<file path="config.mk">
export PLATFORM = sky130hd
export DESIGN_NAME = mem_arbiter
export DESIGN_NICKNAME = d
export VERILOG_FILES = /design/src/rtl/mem_arbiter.sv
export SDC_FILE = /design/constraint.sdc
export NUM_CORES = 1
export LEC_CHECK = 0
export ABC_AREA = 1
export BUFFER_PORTS_ARGS = -buffer_cell sky130_fd_sc_hd__buf_2
export CAP_MARGIN = 20
export CORE_MARGIN = 2
export CORE_UTILIZATION = 35
export CTS_BUF_LIST = sky130_fd_sc_hd__clkbuf_8
export DETAILED_ROUTE_END_ITERATION = 16
export GPL_TIMING_DRIVEN = 1
export PLACE_DENSITY = 0.7
export SKIP_CTS_REPAIR_TIMING = 1
export SLEW_MARGIN = 20
export SYNTH_ARGS = -nofsm -noshare
export SYNTH_HDL_FRONTEND = slang
export SYNTH_SLANG_ARGS = --single-unit
</file>
<file path="constraint.sdc">
create_clock -name i_CLK -period 1.8 [get_ports i_CLK]
set_input_delay 0.09 -clock i_CLK [delete_from_list [all_inputs] [get_ports i_CLK]]
set_output_delay 0.09 -clock i_CLK [all_outputs]
set_load 0.1 [all_outputs]
</file>
<file path="src/rtl/mem_arbiter.sv">
// Single-port RAM arbiter between the fetch and data paths: data priority, watchdog abort.
// Define MEM_ARB_STARVE_GUARD_EN to build the fetch anti-starvation streak counter.
module mem_arbiter #(
    parameter int TIMEOUT    = 64,
    parameter int STARVE_MAX = 4
) (
    input  logic        i_CLK,
    input  logic        i_RST,
    input  logic        i_iREN,
    input  logic [31:0] i_iaddr,
    output logic [31:0] o_iload,
    output logic        o_ihit,
    input  logic        i_dREN,
    input  logic        i_dWEN,
    input  logic [31:0] i_daddr,
    input  logic [31:0] i_dstore,
    output logic [31:0] o_dload,
    output logic        o_dhit,
    output logic        o_ramREN,
    output logic        o_ramWEN,
    output logic [31:0] o_ramaddr,
    output logic [31:0] o_ramstore,
    input  logic [31:0] i_ramload,
    input  logic        i_ram_ack,
    output logic        o_ram_err
);

    typedef enum logic [1:0] {IDLE, IBUSY, DBUSY} state_t;

    localparam logic [7:0] TIMEOUT_LAST = 8'(TIMEOUT - 1);

    if (TIMEOUT < 2 || TIMEOUT > 255) begin : g_badTimeout
        $error("mem_arbiter: TIMEOUT must be within 2..255");
    end
    if (STARVE_MAX < 1 || STARVE_MAX > 7) begin : g_badStarveMax
        $error("mem_arbiter: STARVE_MAX must be within 1..7");
    end

    state_t      r_state;
    logic        r_ramREN;
    logic        r_ramWEN;
    logic [31:0] r_ramaddr;
    logic [31:0] r_ramstore;
    logic [7:0]  r_wdCount;

    logic        w_dReq;
    logic        w_forceI;
    logic        w_busy;
    logic        w_expired;
    logic        w_run;
    logic        w_ihit;
    logic        w_dhit;

    assign w_dReq    = i_dREN | i_dWEN;
    assign w_busy    = (r_state != IDLE);
    assign w_expired = w_busy & (r_wdCount == TIMEOUT_LAST);

`ifdef MEM_ARB_STARVE_GUARD_EN
    logic [2:0] r_streak;

    // Streak of data grants taken over a waiting fetch; a full streak hands the next grant to fetch.
    assign w_forceI = i_iREN & (r_streak == 3'(STARVE_MAX));

    always_ff @(posedge i_CLK) begin
        if (i_RST) begin
            r_streak <= '0;
        end else if (r_state == IDLE) begin
            if (i_iREN && w_dReq && !w_forceI) begin
                r_streak <= r_streak + 3'd1;
            end else begin
                r_streak <= '0;
            end
        end
    end
`else
    assign w_forceI = 1'b0;
`endif

    // RAM strobes and operands are registered at grant so they stay frozen until ack or abort.
    always_ff @(posedge i_CLK) begin
        if (i_RST) begin
            r_state    <= IDLE;
            r_ramREN   <= 1'b0;
            r_ramWEN   <= 1'b0;
            r_ramaddr  <= '0;
            r_ramstore <= '0;
            r_wdCount  <= '0;
        end else begin
            case (r_state)
                IDLE: begin
                    r_wdCount <= '0;
                    if (w_dReq && !w_forceI) begin
                        r_state    <= DBUSY;
                        r_ramREN   <= ~i_dWEN;
                        r_ramWEN   <= i_dWEN;
                        r_ramaddr  <= i_daddr;
                        r_ramstore <= i_dstore;
                    end else if (i_iREN) begin
                        r_state    <= IBUSY;
                        r_ramREN   <= 1'b1;
                        r_ramWEN   <= 1'b0;
                        r_ramaddr  <= i_iaddr;
                        r_ramstore <= '0;
                    end
                end
                default: begin
                    if (i_ram_ack || w_expired) begin
                        r_state    <= IDLE;
                        r_ramREN   <= 1'b0;
                        r_ramWEN   <= 1'b0;
                        r_ramaddr  <= '0;
                        r_ramstore <= '0;
                        r_wdCount  <= '0;
                    end else begin
                        r_wdCount <= r_wdCount + 8'd1;
                    end
                end
            endcase
        end
    end

    // Every output is forced low while reset is asserted, including a cycle that aborts an access.
    assign w_run  = ~i_RST;
    assign w_ihit = w_run & (r_state == IBUSY) & i_ram_ack;
    assign w_dhit = w_run & (r_state == DBUSY) & i_ram_ack;

    assign o_ihit     = w_ihit;
    assign o_dhit     = w_dhit;
    assign o_iload    = w_ihit ? i_ramload : 32'd0;
    assign o_dload    = w_dhit ? i_ramload : 32'd0;
    assign o_ram_err  = w_run & w_expired & ~i_ram_ack;
    assign o_ramREN   = w_run & r_ramREN;
    assign o_ramWEN   = w_run & r_ramWEN;
    assign o_ramaddr  = w_run ? r_ramaddr : 32'd0;
    assign o_ramstore = w_run ? r_ramstore : 32'd0;

endmodule

</file>
# [Word-level counts from Yosys, hierarchy flattened]
# Cells that the tools add are included.
[classes] mux=22 n_eq_ne=4 multipliers=0 bitwise=13 shift=0 order_cmp=0 reduce_logical=6 n_addsub=1 div=0
[op_table] cell="2-to-1 mux 32 bit" count=11
[op_table] cell="bitwise AND 1 bit" count=9
[op_table] cell="adder 8 x 1 -> 8 bit (second input constant)" count=1
[op_table] cell="equality test 8 x 6 -> 1 bit (second input constant)" count=1
[op_table] cell="2-to-1 mux 2 bit" count=4
[op_table] cell="2-to-1 mux 1 bit" count=7
[op_table] cell="nonzero test 2 bit" count=2
[op_table] cell="!= test 3 bit (second input constant)" count=1
[op_table] cell="NOT 1 bit" count=3
[op_table] cell="OR reduction 3 bit" count=1
[op_table] cell="equality test 2 x 1 -> 1 bit (second input constant)" count=1
[op_table] cell="equality test 2 bit (second input constant)" count=1
[op_table] cell="zero test 2 bit" count=1
[op_table] cell="AND reduction 2 bit" count=1
[op_table] cell="logical OR 1 bit" count=1
[op_table] cell="bitwise OR 1 bit" count=1
[word_totals] n_memories=0 in_bits=134 mem_bits_rw=0 out_inout_bits=133 latch_bits=0 romBits=0 register_bits=76

# [Depth between registers and ports, before layout]
[depth] ltp_word=5 ltp_mapped=10 depth_no_buf=8

# [Least setup slack after synthesis]
# OpenSTA, ideal clock, no wires.
[synth_path] kind="register to output" start="register r_state[1]" end="output o_dload[10]" arrival_ns=4.473 stages_incl_launch_ff=6 path_slack_ns=-2.763 path_cell_list="dfxtp_1 > inv_1 > nor3_1 > inv_1 > clkbuf_1 > nor2_1"
[synth_via] elab_chain_cells=4
[synth_rtl] item="from (decl)" line="39" rtl="state_t r_state;"
[synth_rtl] item="from (signal assigned)" line="82" rtl="r_state <= IDLE;"
[synth_rtl] item="from (signal assigned)" line="93" rtl="r_state <= DBUSY;"
[synth_rtl] item="from (signal assigned)" line="99" rtl="r_state <= IBUSY;"
[synth_rtl] item="equality test 2 bit" line="125" rtl="assign w_dhit = w_run & (r_state == DBUSY) & i_ram_ack;"
[synth_rtl] item="bitwise AND 1 bit (2 in series)" line="125"
[synth_rtl] item="via o_dhit" line="18" rtl="output logic o_dhit,"
[synth_rtl] item="2-to-1 mux 32 bit" line="130" rtl="assign o_dload = w_dhit ? i_ramload : 32'd0;"
[synth_rtl] item="to (decl)" line="17" rtl="output logic [31:0] o_dload,"
# The timed path passes the listed nets, and every way through them passes these cells.

# [Worst setup path in the final report]
[layout_path] start="register r_state[0]" end="output o_iload[10]"
[layout_via] elab_chain_cells=4
[layout_rtl] item="equality test 2 x 1 -> 1 bit" line="124" rtl="assign w_ihit = w_run & (r_state == IBUSY) & i_ram_ack;"
[layout_rtl] item="bitwise AND 1 bit (2 in series)" line="124"
[layout_rtl] item="2-to-1 mux 32 bit" line="129" rtl="assign o_iload = w_ihit ? i_ramload : 32'd0;"
[layout_rtl] item="to (decl)" line="11" rtl="output logic [31:0] o_iload,"
# Every way passes these cells.

==> metrics.md <==
| Metric | Value |
|---|---|
| Maximum achievable frequency | `552 MHz` |
| CP arrival | `1.72 ns` |
| Worst skew pair latency | `0.35 ns` |
| Area contributors post-synth | `dfxtp_1 34%, nand2_1 17%, nor2_1 15%` |
| Placer Congestion | `0.853` |
| Cell area after layout | `8280 µm²` |
| Yosys warns | `0` |
| Layout cells sized above 1 | `43.0%` |
| Final period util | `101%` |
| CP peak stage delay | `0.39 ns` |
| Starting Density | `35.7%` |
| CTS sink count | `76` |
| Hold/Removal Path Class | `primary input to flip-flop` |
| Maximum number of pins on one net before global-route repair | `73` |
| Antenna Violating Nets Remaining | `0` |
| Syn_nets | `909` |
| Yosys cell types | `21` |
| WL/cell | `12.5 µm` |
| Failing checks | `hold timing, setup timing` |
| Initial drt markers | `226` |
| Drt drc | `0` |
| Vias | `5,560` |
| Synth Register Bits | `76` |
| Final hold violations | `2` |
| Sequential share of the synthesized area | `33.9%` |
| Power per cell area | `727 nW/µm²` |
| Core Area | `12,600 µm²` |
| Detailed Route WL | `15,400 µm` |
| Aggregate global-route resource usage | `20.4%` |
| Diodes inserted | `0` |
| # rows | `41` |
| Setup slack after layout | `-0.0116 ns` |
| Die ar. | `13,700 µm²` |
| CTS tree | `done` |
| Crit Path Class | `flip-flop to primary output` |
| Area grow syn2layout | `84.7%` |
| Dpl hpwl | `10,900 µm` |
| Mapped Avg Cell Area | `5.79 µm²` |
| Critical-path cell list | `inv_2 -> nor3_4 -> clkinv_4 -> buf_12 -> nor2_4 -> buf_12` |
| # IOs | `267` |
| CP Max Fanout | `16` |
| Die W | `117 µm` |
| 1st-pass router iterations | `5` |
| Total gr overflow | `0` |
| Synth area leader | `dfxtp_1` |
| Slew Limit Fails | `0` |
| Total chip power | `0.00602 W` |
| Final setup viols | `4` |
| Clock buffer count from CTS | `9` |
| Count of input and output buffers | `266` |
| Cell leakage power | `3.97 nW` |
| H-tree Lvls | `3` |
| Clock Path Buffers | `2` |
| Required @ worst endpoint | `1.71 ns` |
| CP endpoint kind | `primary output` |
| Slowest CP cell | `dfxtp_4` |
| Peak supply drop | `0.000488 V` |
| Die H | `117 µm` |
| Startpoint types | `flip-flop` |
| RSZ-0062 raised after global routing | `yes` |
| # nets final | `1,188` |
| Layout Skew | `0.00818 ns` |
| Top cell type's share of synthesized area | `33.9%` |
| Outcome | `complete, but fails checks` |
| CTS root buffer | `clkbuf_8` |
| Mapped Cells | `774` |
| Rel. slew slack | `65.7%` |
| Worst-Margin Slew | `0.518 ns` |
| Placed Area | `7570 µm²` |
| Initial antenna violation count | `0` |
| Most frequent cell on the critical path | `buf_12` |
| Clk pin slew, worst setup/hold paths | `0.07 ns` |
| Worst hold margin | `-0.00787 ns` |
| Fin crit period | `1.81 ns` |
| Max-Cap Viols | `0` |
| Setup TNS | `-0.0179 ns` |
| Drt via density | `4.52` |
| Vias in the first global route | `4,623` |
| Post-Syn Area | `4480 µm²` |
| First-pass GRT wire length | `22,300 µm` |
-- area by class of cell --
cell class,count,area [µm²]
clock buffer,10,138
clock inverter,6,128
fill,1095,4290
inverter,109,440
multi-input combinational,535,2950
sequential,76,1530
tap,172,215
timing repair buffer,321,2870
timing repair inverter,1,8.76
-- kinds of logic after synthesis --
| logic type | after synthesis | synth area share [%] |
|---|---|---|
| simple gates | 430 | 38.6 |
| compound gates | 100 | 11.2 |
| xor+xnor | 4 | 0.781 |
| buf+inv | 163 | 15.3 |
| fa+ha+maj | 1 | 0.279 |
| flops | 76 | 33.9 |
-- registers in the layout (all words and copies together), names as in the netlist --
signal and flops:
r_state 2, r_ramaddr 32, r_ramstore 32, r_wdCount 8, r_ramREN 1, r_ramWEN 1
-- critical path, delay by kind of cell (launching register included) --
kind	cells	cell delay (ns)
DFF	1	0.39
and+or+nand+nor	2	0.36
buffers and inverters	4	0.62
-- placed cells by master, fill, tap and decap left out, types with 3 or more instances in the layout --
| cell type | Yosys | layout |
|---|---|---|
| buf_4 | 4 | 20 |
| nor2_2 | 0 | 62 |
| dfxtp_1 | 76 | 73 |
| clkbuf_8 | 0 | 10 |
| nand2_1 | 206 | 205 |
| nand3_1 | 29 | 29 |
| a21oi_1 | 68 | 68 |
| xor2_1 | 4 | 4 |
| nand3_2 | 7 | 7 |
| bufinv_16 | 0 | 5 |
| nor2_4 | 2 | 66 |
| o21ai_0 | 32 | 32 |
| buf_12 | 0 | 71 |
| inv_1 | 108 | 106 |
| dlygate4sd3_1 | 0 | 30 |
| nor3_4 | 0 | 3 |
| nor2_1 | 177 | 51 |
| buf_2 | 10 | 200 |
-- final timing paths --
| path | start | end | slack, ns | cells after the start |
|---|---|---|---|---|
| max | r_state[0] | o_iload[10] | -0.01 | 6 |
| min | i_dstore[12] | r_ramstore[12] | -0.008 | 3 |
| max reg2reg | r_state[1] | r_ramstore[15] | 0.13 | 8 |
| min reg2reg | r_wdCount[0] | r_wdCount[0] | 0.42 | 1 |
-- where the power goes --
part           switching, W  total (W)  internal [W]  leakage, nW
sequential        0.0000913    0.00194       0.00185        0.628
combinational       0.00171    0.00238      0.000667         3.20
clock              0.000612    0.00170       0.00109        0.139
total               0.00241    0.00602       0.00361         3.97
-- routing by layer --
metal	global-route usage [%]	share of wire [%]	vias to the layer above
met5	0	0	-
met4	7.76	2.2	0
met3	4.84	7.4	25
met2	34.0	50	210
met1	25.5	40	2440
li1	-	-	2885
-- per-stage QoR --
step | instances | setup WS, ns | util (%)
4_1_cts | 1190 | -0.109 | 62.3
2_1_floorplan | 774 | -0.426 | -
3_5_place_dp | 1174 | 0.191 | 60.2
6_report | 1230 | -0.0116 | 65.9
5_1_grt | 1230 | -0.0966 | 65.9
3_3_place_gp | 1174 | 0.234 | 60.2
-- synth_stat cells --
cell	instances
a21oi_1	68
buf_1	3
buf_2	10
buf_4	4
buf_6	6
clkbuf_1	31
clkinv_1	1
dfxtp_1	76
ha_1	1
inv_1	108
nand2_1	206
nand2_2	1
nand2_4	1
nand3_1	29
nand3_2	7
nor2_1	177
nor2_4	2
nor3_1	5
o21ai_0	32
or2_1	2
xor2_1	4
Note: power is estimated with default switching activity, not from simulation.
